===== config.mk =====
export PLATFORM = sky130hd
export DESIGN_NAME = redutor_flat
export DESIGN_NICKNAME = d
export VERILOG_FILES = /design/src/rtl/redutor_if.sv /design/src/rtl/redutor.sv /design/src/flat_wrapper.sv
export SDC_FILE = /design/constraint.sdc
export NUM_CORES = 1
export LEC_CHECK = 0
export BUFFER_PORTS_ARGS = -buffer_cell sky130_fd_sc_hd__buf_2
export CAP_MARGIN = 0
export CORE_AREA = 10 10 72 74
export DETAILED_ROUTE_END_ITERATION = 6
export DIE_AREA = 0 0 82 84
export GPL_TIMING_DRIVEN = 1
export PLACE_DENSITY_LB_ADDON = 0.12
export SLEW_MARGIN = 40
export SYNTH_ARGS = -nofsm -noshare
export SYNTH_HDL_FRONTEND = slang
export SYNTH_SLANG_ARGS = --single-unit

===== constraint.sdc =====
create_clock -name clk -period 3.15 [get_ports clk]
set_input_delay 0.4725 -clock clk [delete_from_list [all_inputs] [get_ports clk]]
set_output_delay 0.4725 -clock clk [all_outputs]
set_load 0.02 [all_outputs]

===== src/rtl/redutor_if.sv =====
// ----------------------------------------------------------------------------
// redutor_if
//   Handshake bundle for the redutor narrowing unit.
//
//   Parameters
//     tamIn   input word width
//     tamOut  output beat width
//
//   Signals (direction seen from the redutor, i.e. the slave modport)
//     in             in   tamIn   input word
//     inValid        in   1       input word present
//     inReady        out  1       unit accepts a word this cycle
//     extSide        in   1       0: keep low side, 1: keep high side
//     twoComplement  in   1       1: signed overflow check
//     split          in   1       1: emit both halves as two beats
//     out            out  tamOut  result beat
//     outValid       out  1       out is valid
//     outReady       in   1       consumer takes the beat
//     overflow       out  1       information lost in the current beat
//
//   The master modport is the producer/consumer side (datapath or bench).
// ----------------------------------------------------------------------------
interface redutor_if #(
    parameter int tamIn  = 32,
    parameter int tamOut = 16
);
    logic [tamIn-1:0]  in;
    logic              inValid;
    logic              inReady;
    logic              extSide;
    logic              twoComplement;
    logic              split;
    logic [tamOut-1:0] out;
    logic              outValid;
    logic              outReady;
    logic              overflow;

    modport master (
        output in, inValid, extSide, twoComplement, split, outReady,
        input  inReady, out, outValid, overflow
    );

    modport slave (
        input  in, inValid, extSide, twoComplement, split, outReady,
        output inReady, out, outValid, overflow
    );
endinterface


===== src/rtl/redutor.sv =====
// ----------------------------------------------------------------------------
// redutor
//   Narrowing unit: the inverse of the 16->32 extender. Takes a tamIn-bit
//   word and returns tamOut-bit beats over a valid/ready handshake.
//     keep mode  : one beat holding one side of the word, overflow flags
//                  any information that was discarded.
//     split mode : two beats carrying both halves (only when
//                  tamIn == 2*tamOut, otherwise the split request is ignored).
//
//   Ports
//     clk    in  rising-edge clock
//     rst_n  in  asynchronous active-low reset
//     bus    redutor_if.slave handshake bundle (see redutor_if.sv)
//
//   Configuration
//     REDUTOR_SAT_EN  when defined, keep mode with extSide=0 saturates the
//                     result on overflow instead of truncating it.
//
//   The interface instance must be built with the same tamIn/tamOut as this
//   module. tamOut < tamIn is required.
// ----------------------------------------------------------------------------
module redutor #(
    parameter int tamIn  = 32,
    parameter int tamOut = 16
) (
    input logic       clk,
    input logic       rst_n,
    redutor_if.slave  bus
);
    localparam int tamN     = tamIn - tamOut;
    localparam bit SPLIT_OK = (tamIn == 2 * tamOut);

    typedef enum logic [1:0] {
        IDLE  = 2'd0,
        BEAT0 = 2'd1,
        BEAT1 = 2'd2
    } state_t;

    state_t            r_state;
    logic [tamOut-1:0] r_out;
    logic              r_out_valid;
    logic              r_overflow;
    logic [tamOut-1:0] r_second;   // beat 1 of a split word, captured on acceptance
    logic              r_split;    // split mode of the word currently in flight

    logic [tamOut-1:0] w_low;
    logic [tamOut-1:0] w_high;
    logic [tamOut-1:0] w_beat0;
    logic [tamOut-1:0] w_second;
    logic              w_ovf;
    logic              w_ext;
    logic              w_split;
    logic              w_last;
    logic              w_in_ready;
    logic              w_accept;

    assign w_low  = bus.in[tamOut-1:0];
    assign w_high = bus.in[tamIn-1:tamN];

    // Beat 0, overflow and the pending second beat, all computed from the
    // live input so they can be captured on the accepting edge.
    // NOTE: every signal written here gets a default first, so no path leaves
    // it unassigned and no latch is inferred.
    always_comb begin
        w_split  = bus.split && SPLIT_OK;
        w_ext    = bus.twoComplement & bus.in[tamOut-1];
        w_beat0  = w_low;
        w_second = w_high;
        w_ovf    = 1'b0;
        if (w_split) begin
            if (bus.extSide) begin
                w_beat0  = w_high;
                w_second = w_low;
            end
        end else if (bus.extSide) begin
            // Keeping the high side: anything set in the dropped low bits is lost.
            w_beat0 = w_high;
            w_ovf   = |bus.in[tamN-1:0];
        end else begin
            // Keeping the low side: the dropped high bits must all equal the
            // extension bit (0 unsigned, sign of the kept part when signed).
            w_ovf = (bus.in[tamIn-1:tamOut] != {tamN{w_ext}});
`ifdef REDUTOR_SAT_EN
            if (w_ovf) begin
                if (!bus.twoComplement)
                    w_beat0 = '1;
                else if (bus.in[tamIn-1])
                    w_beat0 = {1'b1, {(tamOut-1){1'b0}}};
                else
                    w_beat0 = {1'b0, {(tamOut-1){1'b1}}};
            end
`endif
        end
    end

    // The beat on display is the last one of its word.
    assign w_last     = (r_state == BEAT1) || ((r_state == BEAT0) && !r_split);
    assign w_in_ready = (r_state == IDLE) || (r_out_valid && bus.outReady && w_last);
    assign w_accept   = bus.inValid && w_in_ready;

    // Acceptance takes priority: it only happens in IDLE or when the last beat
    // is consumed, so loading the new beat 0 covers the back-to-back case.
    // NOTE: state is updated with non-blocking assignments so every register
    // sees the pre-edge values of the others, independent of statement order.
    always_ff @(posedge clk or negedge rst_n) begin
        if (!rst_n) begin
            r_state     <= IDLE;
            r_out       <= '0;
            r_out_valid <= 1'b0;
            r_overflow  <= 1'b0;
            r_second    <= '0;
            r_split     <= 1'b0;
        end else if (w_accept) begin
            r_state     <= BEAT0;
            r_out       <= w_beat0;
            r_out_valid <= 1'b1;
            r_overflow  <= w_ovf;
            r_second    <= w_second;
            r_split     <= w_split;
        end else if (bus.outReady) begin
            case (r_state)
                BEAT0: begin
                    if (r_split) begin
                        r_state    <= BEAT1;
                        r_out      <= r_second;
                        r_overflow <= 1'b0;
                    end else begin
                        r_state     <= IDLE;
                        r_out_valid <= 1'b0;
                    end
                end
                BEAT1: begin
                    r_state     <= IDLE;
                    r_out_valid <= 1'b0;
                end
                default: begin
                    r_state     <= IDLE;
                    r_out_valid <= 1'b0;
                end
            endcase
        end
    end

    assign bus.inReady  = w_in_ready;
    assign bus.out      = r_out;
    assign bus.outValid = r_out_valid;
    assign bus.overflow = r_overflow;
endmodule


===== src/flat_wrapper.sv =====
// flat-port wrapper written by rule: the top's interface ports become plain ports
module redutor_flat 
#(
    parameter int tamIn  = 32,
    parameter int tamOut = 16
)
  (clk, rst_n, bus_in, bus_inValid, bus_extSide, bus_twoComplement, bus_split, bus_outReady, bus_inReady, bus_out, bus_outValid, bus_overflow);
  redutor_if #(.tamIn(tamIn), .tamOut(tamOut)) bus_i ();
  input logic clk;
  input logic rst_n;
  input wire logic [$bits(bus_i.in)-1:0] bus_in;
  input wire logic [$bits(bus_i.inValid)-1:0] bus_inValid;
  input wire logic [$bits(bus_i.extSide)-1:0] bus_extSide;
  input wire logic [$bits(bus_i.twoComplement)-1:0] bus_twoComplement;
  input wire logic [$bits(bus_i.split)-1:0] bus_split;
  input wire logic [$bits(bus_i.outReady)-1:0] bus_outReady;
  output wire logic [$bits(bus_i.inReady)-1:0] bus_inReady;
  output wire logic [$bits(bus_i.out)-1:0] bus_out;
  output wire logic [$bits(bus_i.outValid)-1:0] bus_outValid;
  output wire logic [$bits(bus_i.overflow)-1:0] bus_overflow;
  assign bus_i.in = bus_in;
  assign bus_i.inValid = bus_inValid;
  assign bus_i.extSide = bus_extSide;
  assign bus_i.twoComplement = bus_twoComplement;
  assign bus_i.split = bus_split;
  assign bus_i.outReady = bus_outReady;
  assign bus_inReady = bus_i.inReady;
  assign bus_out = bus_i.out;
  assign bus_outValid = bus_i.outValid;
  assign bus_overflow = bus_i.overflow;
  redutor #(.tamIn(tamIn), .tamOut(tamOut)) u_core (.clk(clk), .rst_n(rst_n), .bus(bus_i));
endmodule

==> impl_metrics.py <==
metrics = {
    "drt": {
        "num_vias": 1682,
        "viasPerCell": 5.50,
        "wirelength_mm": 4.81,
        "drcViolationCount": 0,
        "drt-initial-drc-count": 55,
        "drt-pass1-iter-count": 4,
        "ant_nets": 0,
        "wl_per_cell_um": 15.7,
    },
    "timing": {
        "finalCritPeriodShare_pct": 61.2,
        "fin_ws_ns": 1.22,
        "rsz0062_at_grt": "no",
        "min_period_ns": 1.93,
        "worst_pin_slew_ns": 0.613,
        "worst_clock_skew_ns": 0.00616,
        "timing.fmax_ghz": 0.518,
        "tns_ns": 0,
        "hold_viol": 0,
        "slew_headroom_pct": 59.1,
        "setup_viol_count_final": 0,
        "report.final.slew_viol_count": 0,
    },
    "yosys": {
        "synthMuxAreaShare_pct": 16.2,
        "synth_top_family_by_area": "compound AO/OA/AOI/OAI gates",
        "synth_cell_types": 32,
        "syn-num-nets": 242,
        "synth_area_sq_um": 2040,
        "synthAdderAreaFrac_pct": 0.490,
        "synth_compound_area_share_pct": 16.7,
        "ys.flop_type": "dfrtp_1",
        "yosys.area_share.simple_pct": 16.5,
        "syn_avg_cell_area_sq_um": 10.1,
        "synth_edf_count": 0,
        "synthCells": 203,
        "synth_xor_area_share_pct": 0,
        "yosys_warnings": 0,
        "ys_seq_elements": 37,
        "synthArstFlopShare_pct": 100,
        "seq_area_frac_synth_pct": 45.4,
    },
    "setup_path": {
        "slowest_stage": "dfrtp_1",
        "cp_max_fo": 5,
        "cp-startpoint": "u_core.bus.outValid",
        "critical_path_required_ns": 2.68,
        "timing.rr.start": "u_core.bus.outValid",
        "cpPeakStageDelay_ns": 0.42,
        "rr_endpoint": "u_core.r_split",
        "cp-end-kind": "primary output",
        "cp.arrival_ns": 1.46,
        "crit_type": "flip-flop to primary output",
        "r2r_slack_ns": 1.26,
        "startpoint_type": "flip-flop",
        "worstPathCellList": "and3b_1 > or3_1 > buf_2",
        "r2r_cells": 4,
    },
    "cts": {
        "clockBufferDepth": 2,
        "cts_made_buffers": 5,
        "cts_resized": 0,
        "insertion_delay_ns": 0.29,
        "post-cts-setup-buffers": 0,
        "cts_root_buf": "clkbuf_8",
        "cts-hold-fix-buffers": 0,
        "clkSlewWorstSetupHoldPaths_ns": 0.07,
        "cts_tree": "built",
        "htree_levels": 2,
        "cts_sinks": 37,
    },
    "layout": {
        "final_cell_mix": "buf_2 (56), dfrtp_1 (37), mux2i_1 (32)",
        "final_common_cell": "buf_2",
        "area_growth_pct": 17.7,
        "antenna_cells": 0,
        "multiInputGateArea_sq_um": 1020,
        "nets": 294,
        "regArea_sq_um": 926,
        "drive_above_1_share_pct": 27.0,
        "finalNonFillerCells": 306,
        "nFillCells": 375,
        "stdcell_area_sq_um": 2400,
    },
    "power": {
        "switchingPower_mw": 0.837,
        "p_comb_share_pct": 43.8,
        "internal_power_mw": 1.22,
        "p_seq_share_pct": 40.8,
        "ir_drop_v": 0.000436,
        "leakage_nw": 1.19,
        "p_clk_share_pct": 15.5,
        "p_total_mw": 2.06,
        "switching_share_pct": 40.6,
        "power_density_nw_per_um2": 858,
    },
    "run": {
        "cap_violations": 0,
    },
    "grt": {
        "grt_pass1_vias": 1678,
        "grt_first_pass_wirelength_mm": 7.84,
        "antenna_found_initial": 0,
        "grt_use_total_pct": 14.0,
        "grt_overflow": 0,
        "grt_max_degree": 69,
    },
    "die": {
        "io_pins": 58,
        "chipHeight_um": 84,
        "die_area_sq_um": 6890,
        "start_util_pct": 52.9,
        "die_w_um": 82,
        "fp.coreArea_sq_um": 3860,
        "row_count": 23,
    },
    "placement": {
        "placed_cell_area_sq_um": 2320,
        "dp_slack_ns": 1.10,
        "hpwl_mm": 3.57,
        "routabilityCongestion": 0.765,
        "place_inst": 298,
        "io_buffers": 57,
    },
    "hold_path": {
        "min_path_type": "primary input to async pin",
    },
    "status": {
        "outcome": "finished, final reports clean",
    },
}
-- per-layer routing --
| layer | global-route usage [%] | share of wire, % | up-vias |
|---|---|---|---|
| met5 | 0 | 0 | - |
| met4 | 3.56 | 0.91 | 0 |
| met1 | 19.3 | 47 | 771 |
| met3 | 5.71 | 8.8 | 6 |
| li1 | - | - | 858 |
| met2 | 19.7 | 44 | 47 |
-- kinds of logic after synthesis --
logic type / count (synthesis)
adders and majority gates: 1
and+or+nand+nor: 61
DFF: 37
muxes: 33
buffers and inverters: 16
AOI/OAI and AO/OA: 55
-- cell usage after synthesis, types with 2 or more instances --
cell      number  share of area, %
inv_1          2              0.37
nand4_1        6               1.8
nor2b_1       16               4.9
nor4_1         6               1.8
a21oi_1       16               3.9
nor2_1         3              0.55
o21ai_0       16               3.9
nand2_1       18               3.3
or3_1          2              0.61
mux2i_1       32                16
clkbuf_1       2              0.37
a211oi_1      16               5.9
dfrtp_1       37                45
buf_6          2               1.1
nand3_1        3              0.74
o21ai_1        3              0.74
buf_4          3               1.1
buf_2          6               1.5
-- power groups by stage --
stage          Clock [mW]  Combinational [mW]  Sequential [mW]
4_1_cts             0.329               0.918            0.844
6_report            0.319               0.902            0.840
5_1_grt             0.350                1.00            0.878
3_3_place_gp            0               0.907            0.849
2_1_floorplan           0               0.543            0.977
3_5_place_dp            0               0.918            0.854
-- stage by stage --
stage	hold slack [ns]	util [%]
floorplan	0.177	-
global placement	0.466	60.1
detailed placement	0.471	60.1
CTS	0.305	62.2
global route	0.168	62.3
finish	0.132	62.3
-- worst max-delay path by stage --
stage                endpoint  slack (ns)  cells after the start
6_report          bus_inReady        1.22                      3
5_1_grt        u_core.r_split        1.16                      4
4_1_cts           bus_inReady        1.21                      3
3_5_place_dp   u_core.r_split        1.10                      5
3_3_place_gp   u_core.r_split        1.12                      5
2_1_floorplan     bus_inReady        1.53                      2
-- sequential cells by signal, indices dropped and copies added (netlist names) --
signal	flops
u_core.bus.out	16
u_core.r_second	16
u_core.r_state	2
u_core.bus.outValid	1
u_core.bus.overflow	1
u_core.r_split	1
-- area by class of cell --
| type | instances | area share (%) |
|---|---|---|
| well taps | 50 | 2.61 |
| clock inverters | 2 | 0.417 |
| multi-input cells | 150 | 42.5 |
| repair buffers | 59 | 12.6 |
| flip-flops and latches | 37 | 38.6 |
| inverters | 2 | 0.313 |
| clock buffers | 6 | 3.02 |
-- worst max-delay path, delay by kind of cell (launching register included) --
family	cells	cell delay, ns
DFF	1	0.42
buffers and inverters	1	0.17
and+or+nand+nor	2	0.58
No activity file was read; power rests on OpenSTA's default activity.
